===== src/rtl/sram_arb_ctrl.sv =====
// Two-port round-robin arbiter and power-state controller for a single-port SRAM macro.
// Optional contention counter is built when SRAM_ARB_CONFLICT_CNT_EN is defined.
module sram_arb_ctrl #(
    parameter int IDLE_CYCLES = 64,
    parameter int WAKE_CYCLES = 2
) (
    input  logic        CLK,
    input  logic        RSTB,
    input  logic        req0,
    input  logic        req1,
    input  logic        we0,
    input  logic        we1,
    input  logic [10:0] addr0,
    input  logic [10:0] addr1,
    input  logic [31:0] wdata0,
    input  logic [31:0] wdata1,
    input  logic [31:0] wben0,
    input  logic [31:0] wben1,
    output logic        gnt0,
    output logic        gnt1,
    output logic        rvalid0,
    output logic        rvalid1,
    output logic [31:0] rdata,
    input  logic        sd_req,
    output logic        mem_ceb,
    output logic        mem_web,
    output logic [10:0] mem_a,
    output logic [31:0] mem_d,
    output logic [31:0] mem_bweb,
    output logic        mem_slp,
    output logic        mem_sd,
    output logic        mem_bist,
    output logic        mem_awt,
    input  logic [31:0] mem_q,
    output logic [15:0] conflict_cnt
);

    localparam logic [7:0] IDLE_LAST = 8'(IDLE_CYCLES - 1);
    localparam logic [3:0] WAKE_LAST = 4'(WAKE_CYCLES - 1);

    typedef enum logic [1:0] {
        ACTIVE   = 2'd0,
        SLEEP    = 2'd1,
        WAKE     = 2'd2,
        SHUTDOWN = 2'd3
    } state_t;

    state_t      state;
    state_t      state_next;
    logic [7:0]  idle_cnt;
    logic [7:0]  idle_cnt_next;
    logic [3:0]  wake_cnt;
    logic [3:0]  wake_cnt_next;
    logic        rr_ptr;
    logic        owner;
    logic        grant0;
    logic        grant1;
    logic        any_req;
    logic        in_flight;

    assign any_req   = req0 | req1;
    assign in_flight = ~mem_ceb | rvalid0 | rvalid1;

    always_comb begin
        state_next    = state;
        idle_cnt_next = '0;
        wake_cnt_next = '0;
        grant0        = 1'b0;
        grant1        = 1'b0;
        case (state)
            ACTIVE: begin
                if (sd_req) begin
                    if (!in_flight) begin
                        state_next = SHUTDOWN;
                    end
                end else if (any_req) begin
                    if (req0 && req1) begin
                        grant0 = ~rr_ptr;
                        grant1 = rr_ptr;
                    end else begin
                        grant0 = req0;
                        grant1 = req1;
                    end
                end else if (in_flight) begin
                    idle_cnt_next = idle_cnt;
                end else if (idle_cnt == IDLE_LAST) begin
                    state_next = SLEEP;
                end else begin
                    idle_cnt_next = idle_cnt + 8'd1;
                end
            end
            SLEEP: begin
                if (sd_req) begin
                    state_next = SHUTDOWN;
                end else if (any_req) begin
                    state_next = WAKE;
                end
            end
            WAKE: begin
                if (sd_req) begin
                    state_next = SHUTDOWN;
                end else if (wake_cnt == WAKE_LAST) begin
                    state_next = ACTIVE;
                end else begin
                    wake_cnt_next = wake_cnt + 4'd1;
                end
            end
            SHUTDOWN: begin
                if (!sd_req) begin
                    state_next = WAKE;
                end
            end
        endcase
    end

    // Grants are gated by reset so they read 0 while RSTB is held low.
    assign gnt0 = RSTB & grant0;
    assign gnt1 = RSTB & grant1;

    always_ff @(posedge CLK or negedge RSTB) begin
        if (!RSTB) begin
            state    <= ACTIVE;
            idle_cnt <= '0;
            wake_cnt <= '0;
            rr_ptr   <= 1'b0;
        end else begin
            state    <= state_next;
            idle_cnt <= idle_cnt_next;
            wake_cnt <= wake_cnt_next;
            if (grant0) begin
                rr_ptr <= 1'b1;
            end else if (grant1) begin
                rr_ptr <= 1'b0;
            end
        end
    end

    always_ff @(posedge CLK or negedge RSTB) begin
        if (!RSTB) begin
            mem_ceb  <= 1'b1;
            mem_web  <= 1'b1;
            mem_a    <= '0;
            mem_d    <= '0;
            mem_bweb <= '1;
            owner    <= 1'b0;
            rvalid0  <= 1'b0;
            rvalid1  <= 1'b0;
        end else begin
            if (grant0) begin
                mem_ceb  <= 1'b0;
                mem_web  <= ~we0;
                mem_a    <= addr0;
                mem_d    <= wdata0;
                mem_bweb <= ~wben0;
                owner    <= 1'b0;
            end else if (grant1) begin
                mem_ceb  <= 1'b0;
                mem_web  <= ~we1;
                mem_a    <= addr1;
                mem_d    <= wdata1;
                mem_bweb <= ~wben1;
                owner    <= 1'b1;
            end else begin
                mem_ceb <= 1'b1;
                mem_web <= 1'b1;
            end
            // Macro returns read data one cycle after the registered access.
            rvalid0 <= ~mem_ceb & mem_web & ~owner;
            rvalid1 <= ~mem_ceb & mem_web & owner;
        end
    end

    assign rdata    = mem_q;
    assign mem_slp  = (state == SLEEP);
    assign mem_sd   = (state == SHUTDOWN);
    assign mem_bist = 1'b0;
    assign mem_awt  = 1'b0;

`ifdef SRAM_ARB_CONFLICT_CNT_EN
    always_ff @(posedge CLK or negedge RSTB) begin
        if (!RSTB) begin
            conflict_cnt <= '0;
        end else if (req0 && req1 && !(grant0 && grant1) && (conflict_cnt != 16'hFFFF)) begin
            conflict_cnt <= conflict_cnt + 16'd1;
        end
    end
`else
    assign conflict_cnt = '0;
`endif

endmodule

===== config.mk =====
export PLATFORM = sky130hd
export DESIGN_NAME = sram_arb_ctrl
export DESIGN_NICKNAME = d
export VERILOG_FILES = /design/src/rtl/sram_arb_ctrl.sv
export SDC_FILE = /design/constraint.sdc
export NUM_CORES = 1
export LEC_CHECK = 0
export ABC_AREA = 1
export BUFFER_PORTS_ARGS = -buffer_cell sky130_fd_sc_hd__buf_2
export CAP_MARGIN = 30
export CORE_AREA = 2 2 124 126
export CTS_BUF_LIST = sky130_fd_sc_hd__clkbuf_16
export DETAILED_ROUTE_END_ITERATION = 8
export DIE_AREA = 0 0 126 128
export PLACE_DENSITY = 0.66
export SETUP_SLACK_MARGIN = 0.02
export SYNTH_ARGS = -nofsm -noshare
export SYNTH_HDL_FRONTEND = slang
export SYNTH_SLANG_ARGS = --single-unit

===== constraint.sdc =====
create_clock -name CLK -period 1.5 [get_ports CLK]
set_input_delay 0.075 -clock CLK [delete_from_list [all_inputs] [get_ports CLK]]
set_output_delay 0.075 -clock CLK [all_outputs]
set_load 0.005 [all_outputs]

==> results of run 1 <==
## critical path: cells and delay by family, from the launching register on
| family | cells | cell delay (ps) |
|---|---|---|
| buffers and inverters | 3 | 350 |
| and+or+nand+nor | 4 | 370 |
| DFF | 1 | 430 |
## routing by layer
metal,part of all wire,up-vias,GRT usage
met5,0,-,0
met2,0.50,254,0.3491
li1,-,2595,-
met1,0.40,2552,0.2515
met4,0.034,0,0.09890
met3,0.067,49,0.04883
## cells in the final DEF, fill, tap and decap left out, types with 3 or more instances in the layout
cell / Yosys / routed
dlygate4sd3_1: 0 / 106
inv_6: 0 / 3
o21ai_1: 38 / 82
buf_6: 6 / 3
conb_1: 1 / 18
o21ai_2: 0 / 18
nor2_2: 1 / 3
nor3_1: 4 / 4
inv_1: 37 / 36
clkbuf_16: 0 / 14
ha_1: 3 / 3
inv_2: 3 / 4
nor2_1: 61 / 59
buf_4: 57 / 22
a21oi_1: 7 / 7
o21ai_0: 72 / 10
nand2_1: 174 / 172
dfstp_2: 34 / 34
buf_2: 13 / 238
nand3_1: 34 / 34
buf_12: 0 / 9
dfrtp_1: 61 / 61
## kinds of logic after synthesis
kind of cell	count (synthesis)
AO/OA/AOI/OAI	119
XOR/XNOR	2
adder cells (fa/ha/maj)	3
buffers and inverters	120
flip-flops	95
other	1
AND/OR/NAND/NOR	284
## per-stage QoR
stage	hold slack [ps]	instances
2_1_floorplan	-220.6	641
3_5_place_dp	-47.17	1009
5_1_grt	2.393	1150
4_1_cts	0.05415	1139
6_report	-11.60	1150
3_3_place_gp	-47.36	1009
## power by group
| part | internal, W | switching (W) | total, W | leakage [nW] |
|---|---|---|---|---|
| clock | 0.00113 | 0.00103 | 0.00216 | 0.131 |
| combinational | 0.00202 | 0.00211 | 0.00413 | 2.77 |
| sequential | 0.00383 | 0.000583 | 0.00441 | 1.14 |
## repair_timing
item / in CTS / in global routing
gates resized for setup: 24 / 83
setup buffers: 8 / 2
hold buffers: 105 / 1
setup endpoints to repair: 3 / 83
gates cloned: 1 / 9
pin swaps: 5 / 2
hold endpoints to repair: 101 / 1
## path summary, 6_finish.rpt
| path | from | endpoint | slack (ps) | cells past startpoint |
|---|---|---|---|---|
| setup / recovery | state[0] | gnt1 | -70 | 7 |
| hold / removal | wben1[6] | mem_bweb[6] | -10 | 4 |
| setup reg to reg | state[0] | mem_d[11] | -20 | 8 |
| hold reg to reg | owner | rvalid0 | 430 | 1 |
| max in group asynchronous | RSTB | mem_bweb[21] | 600 | 3 |
| min in group asynchronous | RSTB | mem_a[1] | 130 | 2 |
## synth_stat cells (all sizes together)
master / instances / area share
nand2: 176 / 0.13
dfrtp: 61 / 0.31
or2: 1 / 0.0013
nand3b: 1 / 0.0015
nor3: 4 / 0.0040
buf: 76 / 0.11
nand3: 35 / 0.036
o21ai: 110 / 0.11
xor2: 1 / 0.0018
o31ai: 1 / 0.0015
xnor2: 1 / 0.0018
ha: 3 / 0.0076
nor4: 1 / 0.0013
conb: 1 / 0.00076
nor2: 64 / 0.052
clkbuf: 4 / 0.0030
a21oi: 7 / 0.0071
nand4: 2 / 0.0025
a21boi: 1 / 0.0015
dfstp: 34 / 0.18
inv: 40 / 0.030
## layout make-up
type / instances / share of cell area
repair buffers: 384 / 0.3547
flip-flops and latches: 95 / 0.3077
multi-input cells: 426 / 0.2511
well taps: 188 / 0.02991
clock buffers: 9 / 0.02864
inverters: 40 / 0.02068
clock inverters: 7 / 0.006205
repair inverters: 1 / 0.001114
## sequential cells by signal, indices dropped and copies added (netlist names), 2 cells and up
name and cells:
mem_a 11, mem_bweb 32, idle_cnt 8, mem_d 32, state 2, wake_cnt 4
==> results.txt, run 1 <==
status = complete, but fails checks
violations in the final reports = negative hold slack, negative setup slack
vias in the first global route = 5,289
H-tree levels = 3
Skew-Pair Late Insertion Delay = 350 ps
share of cells above drive strength 1 = 0.3753
critical path capture point type = primary output
Slowest-stage cell, CP = dfrtp_1
fin. max-slew vios = 0
Die Span X = 126 um
Via Count = 5,450
post-synthesis mux area share = 0
Site Rows = 45
post-synthesis compound-gate area fraction = 0.1211
clock root buffer = clkbuf_16
Syn Std Cell Area = 4961 um^2
Initial Utilization = 0.3338
GRT overflow = 0
area occupied by multi-input gates = 1974 um^2
first-pass GRT wire length = 26.52 mm
largest family of logic cells by synthesized area = simple AND/OR/NAND/NOR gates
register area = 2420 um^2
worst slack, placed = -3.123 ps
Final Cell Area = 7864 um^2
DIE AREA = 16,130 um^2
Chip Height = 128 um
Period minus WS final = 1571 ps
Fin Clk Skew = 10.19 ps
crit-path max FO = 4
initial antenna violation count = 0
simple-gate share of the synthesized area = 0.2330
kind of critical path = reg2out
Core Area = 14,860 um^2
worst stage delay on the critical path = 430 ps
adder-cell share of the synthesized area = 0.007566
PD cells = 1361 nW/um^2
DRT Wirelength = 18.14 mm
clk buf depth = 2
Ports = 322
period utilization = 1.047
CP cell instances = inv_2 -> nand2_2 -> nor2_4 -> buf_4 -> nand2_4 -> nor2_1 -> buf_2
VDD IR max = 0.0006914 V
PortBufs = 239
Avg Inst Size Synth = 7.950 um^2
dpl cell area = 6111 um^2
Distinct cells, synth = 29
Via density = 4.739
setup_tns = -222.4 ps
hpwl dp = 11.08 mm
pin count of the biggest net entering global routing = 46
max_cap viols = 0
final core utilization = 0.5290
final setup violation count = 8
fill cell count = 1,353
Syn Inst Count = 624
DRC errors left = 0
#FFs+latches synth = 95
CTS sink cnt = 95
Routed WL per cell = 15.77 um
crit path DAT = 1500 ps
sequential cell area fraction in the yosys report = 0.4878
CTS tree = yes
final total power = 0.01071 W
ANT nets after route = 0
initial DRC count = 404
HP Class = in2reg
gr usage total = 0.2074
leakage = 4.044 nW
Setup WS post-layout = -70.82 ps
Synth Area in XOR/XNOR = 0.003531
Fmax = 636.6 MHz
GPL Wtd Cong = 0.8470
Layout area overhead = 58.51%
Critical Path RT = 1420 ps
final hold slack = -11.60 ps
RSZ-0062 raised after global routing = true
DRT Pass-1 Iters = 4
Hold Vio Cnt, Final = 4
Worst setup SP type = flip-flop
final net count = 1,149
Clock transition at path regs = 60 ps
Synthesis Warnings = 0
Antenna Cells = 0
cts bufs inserted = 9
No activity file was read; power rests on OpenSTA's default activity.
==> run 2, diff against run 1 <==
- CORE_AREA: 2 2 124 126 -> 2 2 127 129
- DIE_AREA: 0 0 126 128 -> 0 0 129 131
- clock period: 1.5 -> 1.34 ns (I/O delays scaled with it)
==> run 2 against run 1 <==
Against the previous run:
- worst hold slack worse by 11 ps
- highest routed layer unchanged
- cell count up 6.0%
- sequential share of layout area down 4.0 points
- clock skew down 1.6 ps
- the run still ends with negative hold slack, negative setup slack left
- wire length up 12%
- register-to-register slack worse by 150 ps
- clock power up 22%
- core utilization up 5.1 points
- critical path depth up 1
- design area up 15%
==> results.txt, run 2 (synthesized netlist as in run 1, its figures left out) <==
worst stage delay on the critical path = 390 ps (-40 ps)
Worst path top cell family by delay = buffers and inverters
HP Class = in2reg
Worst Reg-to-Reg Cells = 8 (unchanged)
DRC errors left = 0 (unchanged)
hold_sp = wdata1[15]
ANT nets after route = 0 (unchanged)
hold path endpoint = mem_d[15]
final net count = 1,190 (+3.6%)
crit-path max FO = 23 (+19)
Chip Height = 131 um (+2.3%)
violations in the final reports = negative hold slack, negative setup slack
Worst Hold Path Cells = 3 (-1)
DIE AREA = 16,900 um^2 (+4.8%)
DRT Pass-1 Iters = 4 (unchanged)
RSZ-0062 raised after global routing = true
Fmax = 661.5 MHz
Critical Path RT = 1570 ps (+150 ps)
CTS tree = yes
Routed WL per cell = 16.62 um (+5.3%)
most frequent cells in the layout = buf_2 (238), nand2_1 (136), dlygate4sd3_1 (124), o21ai_1 (61), dfrtp_1 (60)
CTS sink cnt = 95 (unchanged)
final hold slack = -22.67 ps (-11.07 ps)
final setup violation count = 83 (+75)
PortBufs = 239 (unchanged)
Placed Cells = 1,042 (+3.3%)
Period minus WS final = 1512 ps
GRT overflow = 0 (unchanged)
Ports = 322 (unchanged)
H-tree levels = 3 (unchanged)
CP cell instances = inv_2 -> nand2_4 -> nor2_4 -> nand2_4 -> buf_12 -> buf_12 -> o21ai_0 -> o21ai_1
hpwl dp = 10.60 mm (-4.3%)
max_cap viols = 0 (unchanged)
Antenna Cells = 0 (unchanged)
kind of critical path = reg2reg
GPL Wtd Cong = 0.8334 (-1.6%)
gr usage total = 0.2145 (+0.007111)
leakage = 4.502 nW (+11%)
period utilization = 1.128
clock root buffer = clkbuf_16
status = complete, but fails checks
RR Endpoint = mem_d[26]
PD cells = 1441 nW/um^2 (+5.9%)
worst slack, placed = -130.1 ps (-127.0 ps)
share of cells above drive strength 1 = 0.4855 (+0.1103)
Site Rows = 46 (+2.2%)
crit path DAT = 1740 ps (+240 ps)
cts bufs inserted = 9 (unchanged)
CP bufs+invs = 3 (unchanged)
VDD IR max = 0.0007593 V (+9.8%)
register-to-register setup slack = -170 ps (-150 ps)
final core utilization = 0.5803 (+0.05126)
Via density = 4.708 (-0.66%)
fin. max-slew vios = 0 (unchanged)
Core Area = 15,600 um^2 (+4.9%)
Hold Vio Cnt, Final = 1 (-3)
critical path capture point type = flip-flop
Fin Clk Skew = 8.639 ps (-1.550 ps)
vias in the first global route = 5,490 (+3.8%)
Slowest-stage cell, CP = dfrtp_1
Skew-Pair Late Insertion Delay = 350 ps (about the same)
worst r2r src = state[0]
Setup WS post-layout = -171.7 ps (-100.9 ps)
initial antenna violation count = 0 (unchanged)
biggest regs = mem_bweb (32), mem_d (32), mem_a (11)
most common cell after layout, fill and taps aside = buf_2
DRT Wirelength = 20.26 mm (+12%)
Via Count = 5,739 (+5.3%)
Die Span X = 129 um (+2.4%)
Initial Utilization = 0.3181 (-0.01569)
Layout area overhead = 82.45%
pin count of the biggest net entering global routing = 49 (+6.5%)
clk buf depth = 2 (unchanged)
initial DRC count = 333 (-18%)
Worst setup SP type = flip-flop
first-pass GRT wire length = 27.74 mm (+4.6%)
Clock transition at path regs = 70 ps (about the same)
Non-Filler Instances = 1,219 (+6.0%)
==> run 2: changes by cell type in the layout (fill, tap and decap cells not counted), sizes merged <==
| cell | before | now |
|---|---|---|
| buf | 272 | 295 |
| dlygate4sd3 | 106 | 124 |
| clkbuf | 14 | 17 |
| bufbuf | 1 | 0 |
| clkinvlp | 2 | 1 |
| inv | 43 | 42 |
==> run 2: repair_timing <==
| item | CTS | global route |
|---|---|---|
| endpoints found under the hold margin | 133 | 0 |
| buffers inserted | 7 | 16 |
| hold buffers | 124 | 0 |
| cloned | 11 | 6 |
| pin swaps | 5 | 49 |
| setup endpoints to repair | 84 | 92 |
| resized for setup | 47 | 196 |
==> run 2: metal layers <==
| layer | up-vias | routed length, um | track usage |
|---|---|---|---|
| li1 | 2681 | - | - |
| met1 | 2730 | 8147 | 0.2671 |
| met2 | 286 | 10280 | 0.3561 |
| met3 | 42 | 1327 | 0.05456 |
| met4 | 0 | 505 | 0.09015 |
| met5 | - | 0 | 0 |
==> run 2: tightest hold or removal path, cell delays in order <==
cell,delay (ps)
buf_2,80
nor2_1,40
o21ai_2,110
==> run 2: metrics by stage <==
step	TNS, ps	cell area (um^2)	total power, W
2_1_floorplan	0	5025	0.006941
3_3_place_gp	-2109	6221	0.008786
3_5_place_dp	-3321	6221	0.008863
5_1_grt	-14820	9051	0.01389
6_report	-7314	9051	0.01305
4_1_cts	-11900	8229	0.01226
==> run 2: worst max path at each step <==
stage                        start        end  cells after the start
after floorplan           state[0]   mem_a[3]                      8
after global placement    state[1]   mem_d[2]                      6
after detailed placement  state[1]   mem_d[2]                      6
after CTS                 state[0]       gnt1                      8
after global routing      state[0]  mem_d[26]                      8
final                     state[0]  mem_d[26]                      8
==> run 2: final cells by class <==
class / instances / area, um^2
fill: 1305 / 6546
timing repair buffer: 425 / 3433
multi-input combinational: 426 / 2426
sequential: 95 / 2421
clock buffer: 11 / 275.3
tap: 216 / 270.3
inverter: 40 / 181.4
clock inverter: 5 / 27.53
timing repair inverter: 1 / 16.27
==> run 2: power breakdown <==
group | total [W] | switching (W) | internal [W]
sequential | 0.00496 | 0.000667 | 0.00429
clock | 0.00263 | 0.00116 | 0.00148
combinational | 0.00545 | 0.00274 | 0.00271
total | 0.0130 | 0.00456 | 0.00848
==> run 3, diff against run 2 <==
- CELL_PAD_IN_SITES_DETAIL_PLACEMENT: default -> 0
- CELL_PAD_IN_SITES_GLOBAL_PLACEMENT: default -> 1
- CORE_AREA: 2 2 127 129 -> default
- CORE_UTILIZATION: default -> 29
- DIE_AREA: 0 0 129 131 -> default
- PLACE_DENSITY: 0.66 -> default
- PLACE_DENSITY_LB_ADDON: default -> 0.1
- clock period: 1.34 -> 1.7 ns (I/O delays scaled with it)
==> run 3 against run 2 <==
Against the previous run:
- the run now ends clean
- sequential power shrank 22%
- cell count decreased by 4.9%
- total power shrank 28%
- worst hold slack improved by 33 ps
- first-iteration DRC count decreased by 43%
- wire length decreased by 17%
- critical path type is now reg2out
- largest power group is now registers
- highest routed layer unchanged
==> results.txt, run 3 (synthesized netlist as in run 1, its figures left out) <==
status = complete, no violations
biggest regs = mem_bweb (32), mem_d (32), mem_a (11)
Final Cell Area = 7497 um^2 (-17%)
pin count of the biggest net entering global routing = 51 (+4.1%)
Via density = 4.490 (-4.6%)
final setup violation count = 0 (-100%)
max_cap viols = 0 (unchanged)
fin. max-slew vios = 0 (unchanged)
Period minus WS final = 1552 ps
DIE AREA = 17,630 um^2 (+4.4%)
kind of critical path = reg2out
PD cells = 1258 nW/um^2 (-13%)
cts bufs inserted = 9 (unchanged)
DRT Wirelength = 16.76 mm (-17%)
final core utilization = 0.4505 (-0.1298)
Setup crit start = state[0]
PortBufs = 239 (unchanged)
VDD IR max = 0.0005120 V (-33%)
hpwl dp = 11.80 mm (+11%)
DRT Pass-1 Iters = 4 (unchanged)
Skew-Pair Late Insertion Delay = 350 ps (about the same)
worst r2r src = state[0]
initial DRC count = 189 (-43%)
Hold Vio Cnt, Final = 0 (-1)
GRT overflow = 0 (unchanged)
Routed WL per cell = 14.46 um (-13%)
Slew headroom = 0.5497
clk buf depth = 2 (unchanged)
Via Count = 5,204 (-9.3%)
crit path DAT = 1470 ps (-270 ps)
Initial Utilization = 0.2981 (-0.01997)
Worst Max-Slew Pin Slew = 675.5 ps
Clock transition at path regs = 70 ps (about the same)
initial antenna violation count = 3 (+3)
Fmax = 644.3 MHz
Site Rows = 47 (+2.2%)
Chip Height = 132.8 um (+1.4%)
Ports = 322 (unchanged)
CTS sink cnt = 95 (unchanged)
vias in the first global route = 5,415 (-1.4%)
first-pass GRT wire length = 26.86 mm (-3.2%)
most common cell after layout, fill and taps aside = buf_2
leakage = 3.863 nW (-14%)
DRC errors left = 0 (unchanged)
final net count = 1,123 (-5.6%)
Critical Path RT = 1620 ps (+50 ps)
Core Area = 16,640 um^2 (+6.7%)
ANT nets after route = 0 (unchanged)
CTS tree = yes
Fin Clk Skew = 5.128 ps (-3.511 ps)
period utilization = 0.9130
HP Class = in2reg
Worst setup SP type = flip-flop
GPL Wtd Cong = 0.7800 (-6.4%)
critical path capture point type = primary output
hold_sp = wdata1[3]
crit-path max FO = 5 (-78%)
most frequent cells in the layout = buf_2 (238), nand2_1 (174), dlygate4sd3_1 (99), o21ai_0 (72), nor2_1 (61)
share of cells above drive strength 1 = 0.3419 (-0.1437)
RSZ-0062 raised after global routing = false
Die Span X = 132.8 um (+2.9%)
setup_tns = 0 ps (+7314 ps)
clock root buffer = clkbuf_16
H-tree levels = 3 (unchanged)
Layout area overhead = 51.12%
dpl cell area = 6096 um^2 (-2.0%)
gr usage total = 0.1940 (-0.02049)
==> run 3: cell count changes in the layout (fill, tap and decap cells not counted), sizes merged, moves of 2 or more <==
cell | before | now
dlygate4sd3 | 124 | 99
diode | 0 | 3
bufinv | 0 | 3
buf | 295 | 259
inv | 42 | 40
clkbuf | 17 | 10
==> run 3: layout make-up <==
class,count,area [um^2]
Sequential cell,95,2421
Inverter,40,150.1
Tap cell,220,275.3
Multi-Input combinational cell,426,1892
Timing Repair Buffer,359,2415
Fill cell,1724,9145
Clock buffer,9,225.2
Clock inverter,7,111.4
Antenna cell,3,7.507
==> run 3: per-stage QoR <==
step	total power, W	std cells	worst slack, ps	hold WS (ps)
floorplan	0.005470	641	364.5	-210.6
global placement	0.006908	1037	196.3	170.0
detailed placement	0.006950	1037	156.1	170.0
CTS	0.009555	1153	69.18	0.3867
global route	0.01014	1159	36.05	15.19
finish	0.009434	1159	148.0	10.82
==> run 3: per-layer routing <==
metal  up-vias  GRT usage  wire length [um]
li1       2538          -                 -
met1      2437     0.2097              6495
met2       174     0.3455              8772
met3        55    0.04100               813
met4         0     0.1194               678
met5         -          0                 0
==> run 3: repair_timing <==
| action | 4_1_cts | 5_1_grt |
|---|---|---|
| setup endpoints to repair | 1 | 1 |
| cloned | 0 | 1 |
| buffers inserted | 1 | 2 |
| pin swaps | 0 | 1 |
| hold buffers | 99 | 0 |
| endpoints found under the hold margin | 128 | 0 |
| resized for setup | 5 | 1 |
==> run 3: where the power goes <==
group	internal (W)	switching [W]
Sequential	0.00338	0.000477
Combinational	0.00155	0.00170
Clock	0.00143	0.000899
==> run 3: worst max-delay path, cell delays in order, from the launching register on <==
cell	delay, ps
dfrtp_2	410
inv_2	60
nand2_2	60
nor2_4	160
nand2_4	100
buf_12	150
nor2_1	60
buf_2	110
==> run 3: path summary, 6_finish.rpt <==
kind	endpoint	slack (ps)	depth (start not counted)
min in group asynchronous	mem_d[26]	390	3
max	gnt0	150	7
min	mem_d[3]	10	3
max in group asynchronous	state[0]	790	3
min reg2reg	rvalid0	430	1
max reg2reg	mem_d[2]	160	7
